$ cat config.mk
export PLATFORM = sky130hd
export DESIGN_NAME = uart_rx_fifo
export DESIGN_NICKNAME = d
export VERILOG_FILES = /design/src/rtl/uart_rx_fifo.sv
export SDC_FILE = /design/constraint.sdc
export NUM_CORES = 1
export LEC_CHECK = 0
export CORE_MARGIN = 3
export CORE_UTILIZATION = 60
export CTS_BUF_LIST = sky130_fd_sc_hd__clkbuf_8
export DETAILED_ROUTE_END_ITERATION = 8
export GPL_TIMING_DRIVEN = 0
export PLACE_DENSITY = 0.77
export SYNTH_ARGS = -nofsm -noshare
export SYNTH_HDL_FRONTEND = slang
export SYNTH_SLANG_ARGS = --single-unit
$ cat constraint.sdc
create_clock -name clk -period 4.9 [get_ports clk]
set_input_delay 0.735 -clock clk [delete_from_list [all_inputs] [get_ports clk]]
set_output_delay 0.735 -clock clk [all_outputs]
set_load 0.05 [all_outputs]
$ cat src/rtl/uart_rx_fifo.sv
// Receive-side byte FIFO behind the UART receiver: show-ahead valid/ready output,
// sticky overflow flag and saturating receive-error counter.
module uart_rx_fifo #(
    parameter int Depth  = 16,
    parameter int ErrMax = 255
) (
    input  logic                         clk,
    input  logic                         reset,
    input  logic [7:0]                   rxData,
    input  logic                         rxDone,
    input  logic                         rxErr,
    input  logic                         clear,
    output logic [7:0]                   outData,
    output logic                         outValid,
    input  logic                         outReady,
    output logic [$clog2(Depth+1)-1:0]   count,
    output logic                         full,
    output logic                         overflow,
    output logic [7:0]                   errCount
);

    localparam int PtrW = $clog2(Depth);
    localparam int CntW = $clog2(Depth + 1);

    logic [7:0]      mem [Depth];
    logic [PtrW-1:0] wr_ptr_q, wr_ptr_d;
    logic [PtrW-1:0] rd_ptr_q, rd_ptr_d;
    logic [CntW-1:0] count_q, count_d;
    logic            overflow_q, overflow_d;
    logic [7:0]      err_cnt_q, err_cnt_d;
    logic            pop;
    logic            push;
    logic            is_full;
    logic            is_empty;

    assign is_full  = (count_q == CntW'(Depth));
    assign is_empty = (count_q == '0);
    assign pop      = !is_empty && outReady;
    assign push     = rxDone && (!is_full || pop);

    always_comb begin
        wr_ptr_d   = wr_ptr_q;
        rd_ptr_d   = rd_ptr_q;
        count_d    = count_q;
        overflow_d = overflow_q;
        err_cnt_d  = err_cnt_q;
        if (clear) begin
            wr_ptr_d   = '0;
            rd_ptr_d   = '0;
            count_d    = '0;
            overflow_d = 1'b0;
            err_cnt_d  = '0;
        end else begin
            if (push) wr_ptr_d = wr_ptr_q + 1'b1;
            if (pop)  rd_ptr_d = rd_ptr_q + 1'b1;
            if (push && !pop)      count_d = count_q + 1'b1;
            else if (pop && !push) count_d = count_q - 1'b1;
            if (rxDone && is_full && !pop) overflow_d = 1'b1;
            if (rxErr && (err_cnt_q != 8'(ErrMax))) err_cnt_d = err_cnt_q + 1'b1;
        end
    end

    always_ff @(posedge clk) begin
        if (reset) begin
            wr_ptr_q   <= '0;
            rd_ptr_q   <= '0;
            count_q    <= '0;
            overflow_q <= 1'b0;
            err_cnt_q  <= '0;
        end else begin
            wr_ptr_q   <= wr_ptr_d;
            rd_ptr_q   <= rd_ptr_d;
            count_q    <= count_d;
            overflow_q <= overflow_d;
            err_cnt_q  <= err_cnt_d;
        end
    end

    // Storage has no reset; validity is tracked by count_q alone.
    always_ff @(posedge clk) begin
        if (!reset && !clear && push) mem[wr_ptr_q] <= rxData;
    end

    assign outData  = is_empty ? 8'h00 : mem[rd_ptr_q];
    assign outValid = !is_empty;
    assign count    = count_q;
    assign full     = is_full;
    assign overflow = overflow_q;
    assign errCount = err_cnt_q;

endmodule

### Word level (Yosys, flattened, before mapping)

Memories as Yosys holds them, arrays and structs flattened. A register that Yosys moved wholly into a read port is not among the register bits.
Index checks and enable logic that the tools add are counted.

| word-level totals | value |
|---|---|
| flip-flop bits (word level) | 22 |
| input bits | 14 |
| memories kept | 1 |
| memory bits (writable) | 128 |
| output and inout port bits | 24 |

| cells by class | value |
|---|---|
| muxes and demuxes | 7 |
| $add $sub $neg | 5 |
| reduce and logical (&&, ||, !) cells | 19 |
| equality and inequality tests | 2 |

Memory list:

| memory | words | width | read ports | clocked after Yosys merged registers in | wr ports | line | text |
|---|---|---|---|---|---|---|---|
| mem | 16 | 8 | 1 | 1 | 1 | 25 | `logic [7:0] mem [Depth];` |

Operators by type and width:

| cell | number |
|---|---|
| 5-bit 2-to-1 mux | 2 |
| 1-bit logical AND | 9 |
| 4-bit by 1-bit adder with 4-bit output (second input constant) | 2 |
| 8-bit by 1-bit adder with 8-bit output (second input constant) | 1 |
| 4-bit 2-to-1 mux | 2 |
| 8-bit 2-to-1 mux | 1 |
| 8-bit inequality test (second input constant) | 1 |
| 1-bit zero test | 6 |
| 5-bit by 1-bit adder with 5-bit output (second input constant) | 1 |
| 5-bit == test (second input constant) | 1 |
| 5-bit zero test | 1 |
| 5-bit by 1-bit subtractor with 5-bit output (second input constant) | 1 |
| 1-bit 2-to-1 mux | 2 |
| 2-bit nonzero test | 1 |
| 2-bit OR reduction | 1 |
| 1-bit logical OR | 1 |

### Depth between registers and ports, before layout

| depth | value |
|---|---|
| depth in word-level cells | 9 |
| depth in mapped cells | 11 |
| depth with buffers taken out | 10 |

### Worst setup path after synthesis

No wires, ideal clock.

| path | value |
|---|---|
| kind | register to output |
| start point | register (tool-made name) |
| end point | output outData[5] |
| path slack | 1773 ps |
| path buffers | 2 |
| arrival time | 2392 ps |
| data required time | 4165 ps |
| stages on the path, launching flop included | 7 |
| cell sequence | dfxtp_1 > buf_2 > clkbuf_1 > mux4_2 > nor2b_1 > a211oi_1 > a211oi_1 |

RTL lines:

| element | line | text |
|---|---|---|
| end, declared | 13 | `output logic [7:0] outData,` |

==> results.py <==
metrics = {
    "run_status": {
        "outcome": "complete, no violations",
    },
    "die": {
        "coreArea_mm2": 0.009955,
        "rows": 36,
        "fp.dieW_um": 108.0,
        "ioPinCount": 38,
        "dieArea_mm2": 0.01167,
        "initial_core_util": 0.6275,
        "fp.dieH_um": 108.0,
    },
    "worst_setup_path": {
        "worstReg2RegEnd": "count[3]",
        "crit_required_ns": 4.16,
        "r2r-start": "count[0]",
        "critPathKind": "reg2out",
        "cp_max_fo": 10,
        "reg2reg_slack_ns": 1.94,
        "start_kind": "flip-flop",
        "r2r.worst_path.cells": 11,
        "endpoint_kind": "primary output",
        "worstPathArrival_ns": 3.14,
    },
    "global_routing": {
        "grt_pass1_vias": 3585,
        "grt_pass1_wl_mm": 19.17,
        "grt-ovfl-total": 0,
        "grt_max_degree": 17,
        "grt_util_all_layers": 0.2264,
        "antenna_found_initial": 0,
    },
    "final_layout": {
        "final_nets": 443,
        "fin_cells": 564,
        "final_common_cell": "edfxtp_1",
        "fin_area_mm2": 0.007253,
        "fin_util": 0.7286,
        "drive_above_1_share": 0.1856,
        "syn_to_final_growth_pct": 16.13,
        "layout_common_cells": "edfxtp_1 (128), clkdlybuf4s50_1 (37), nor2_1 (34)",
        "n_antenna_cell": 0,
    },
    "timing": {
        "finalWorstSetupSlack_ns": 1.028,
        "relSlewSlack": 0.1707,
        "tns_ns": 0,
        "rsz0062_at_grt": "no",
        "worst_pin_slew_ns": 1.234,
        "finalSetupViolCount": 0,
        "final.setup_skew_ns": 0.009458,
        "finalHoldViolations": 0,
        "post-route-period-util": 0.7903,
        "clock.fmax_mhz": 258.2,
        "maxSlewViolCount": 0,
        "fin_crit_ns": 3.872,
    },
    "power_and_ir_drop": {
        "power_density_mw_per_mm2": 410.1,
        "vdd_drop_max_uv": 230.0,
        "p_leak_nw": 2.333,
    },
    "drt": {
        "vias_per_cell": 6.053,
        "wire_per_inst_um": 21.11,
        "first_iter_violations": 288,
        "drc": 0,
        "antenna_left": 0,
        "first_pass_iters": 4,
        "vias": 3414,
        "routed_wl_mm": 11.91,
    },
    "min_path": {
        "hp-start": "overflow",
        "whs_endpoint": "overflow",
        "hp-class": "reg2reg",
        "min_path_cells": 2,
    },
    "logic_synthesis": {
        "ys_seq_area_frac": 0.6987,
        "yosys.area_share.simple": 0.05950,
        "synth.area.mux_share": 0.1330,
        "synth_ff_type": "edfxtp_1",
        "synth_area_mm2": 0.006246,
        "synth_xor_area_frac": 0.01262,
        "synthDistinctLibCells": 44,
        "synth_compound_area_frac": 0.05248,
        "avgSynthCellArea_um2": 17.25,
        "synthAdderAreaFrac": 0.02324,
        "ys_seq_elements": 154,
        "synth_area_leaders": "edfxtp_1 (62%), mux4_2 (12%), dfxtp_1 (8.3%)",
        "synth_fp_nets": 387,
        "synthArstFlopShare": 0,
        "synth_area_leader_cell": "edfxtp_1",
        "synth_top_family_by_area": "multiplexers",
        "synth-edff-count": 128,
        "yosys_warnings": 0,
        "postSynthCellCount": 362,
        "yosysTopAreaCellShare": 0.6154,
    },
    "clock_network": {
        "cts_tree": "yes",
        "cts.sinks": 154,
        "cts_hold_buf": 0,
        "path_clk_slew_ns": 0.08,
        "clockRootBuffer": "clkbuf_8",
        "ctsResizeCount": 0,
        "htreeDepth": 4,
        "post-cts-setup-buffers": 0,
        "clockBufferDepth": 2,
        "clkLatencyLatePin_ns": 0.42,
        "cts_buffers": 17,
    },
    "placement": {
        "place_inst": 532,
        "dp_hpwl_mm": 7.811,
        "place.gp.congestion": 0.7852,
        "dpl_cell_area_mm2": 0.006783,
        "dp_slack_ns": 1.420,
        "io_buffers": 37,
    },
    "job": {
        "drv_cap": 0,
    },
}
Yosys cell counts (2+ instances only):
library cell	n
edfxtp_1	128
mux4_2	32
nand2_1	6
o211ai_1	4
nand2b_1	2
nor2b_1	8
a21oi_1	6
o21ai_0	2
a211oi_1	17
buf_4	2
inv_1	5
nor2_1	34
and4_1	2
nand3_1	11
mux2i_1	11
ha_1	10
xor2_1	7
xnor2_1	2
dfxtp_1	26
buf_2	7
clkbuf_1	10
nor3_1	6
nand4_1	2
or4_1	2
cell families (layout without fill, tap and decap cells):
group,after synthesis,count (layout)
compound gates,41,41
xor+xnor,9,9
fa+ha+maj,11,11
buf+inv,27,96
flops,154,154
mux,43,43
simple gates,77,77
where the power goes:
group	internal, mW	switching [mW]
Clock	0.651	0.441
Combinational	0.156	0.285
Sequential	1.43	0.0141
how the worst max path moves through the flow:
stage / endpoint / slack, ns
2_1_floorplan: outData[5] / 1.77
6_report: outData[3] / 1.03
3_5_place_dp: mem[1][3] / 1.42
3_3_place_gp: outData[3] / 1.49
5_1_grt: outData[3] / 0.85
4_1_cts: outData[4] / 0.98
worst max-delay path, cell delays in order (launching register included):
cell	delay [ns]
dfxtp_1	0.31
buf_2	0.20
clkbuf_1	0.51
mux4_2	0.42
nor2b_1	0.15
a211oi_1	0.29
a211oi_1	0.09
clkdlybuf4s50_1	0.74
routing by layer:
metal,part of all wire,GRT usage,routed length (um)
met2,0.49,0.3610,5853
met3,0.065,0.05134,773
met4,0.0097,0.07304,116
met1,0.43,0.3159,5163
met5,0,0,0
final cells by class:
cell class,instances,area (um^2)
flip-flops and latches,154,4364
inverters,6,25.02
multi-input cells,181,1759
fillers,604,2701
clock buffers,17,234.0
repair buffers,37,370.4
clock inverters,15,231.5
plain buffers,21,102.6
well taps,133,166.4
metrics by stage:
stage	total power, mW	hold slack, ns
global placement	1.904	0.4601
floorplan	1.771	0.4587
finish	2.975	0.4850
detailed placement	1.914	0.4610
CTS	2.989	0.4917
global route	3.072	0.5197
state kept, by name, summed over array words and instances, names as in the netlist, named ones only:
register	flops
count	5
rd_ptr_q	4
mem	128
errCount	8
overflow	1
wr_ptr_q	4
Note: power is estimated with default switching activity, not from simulation.
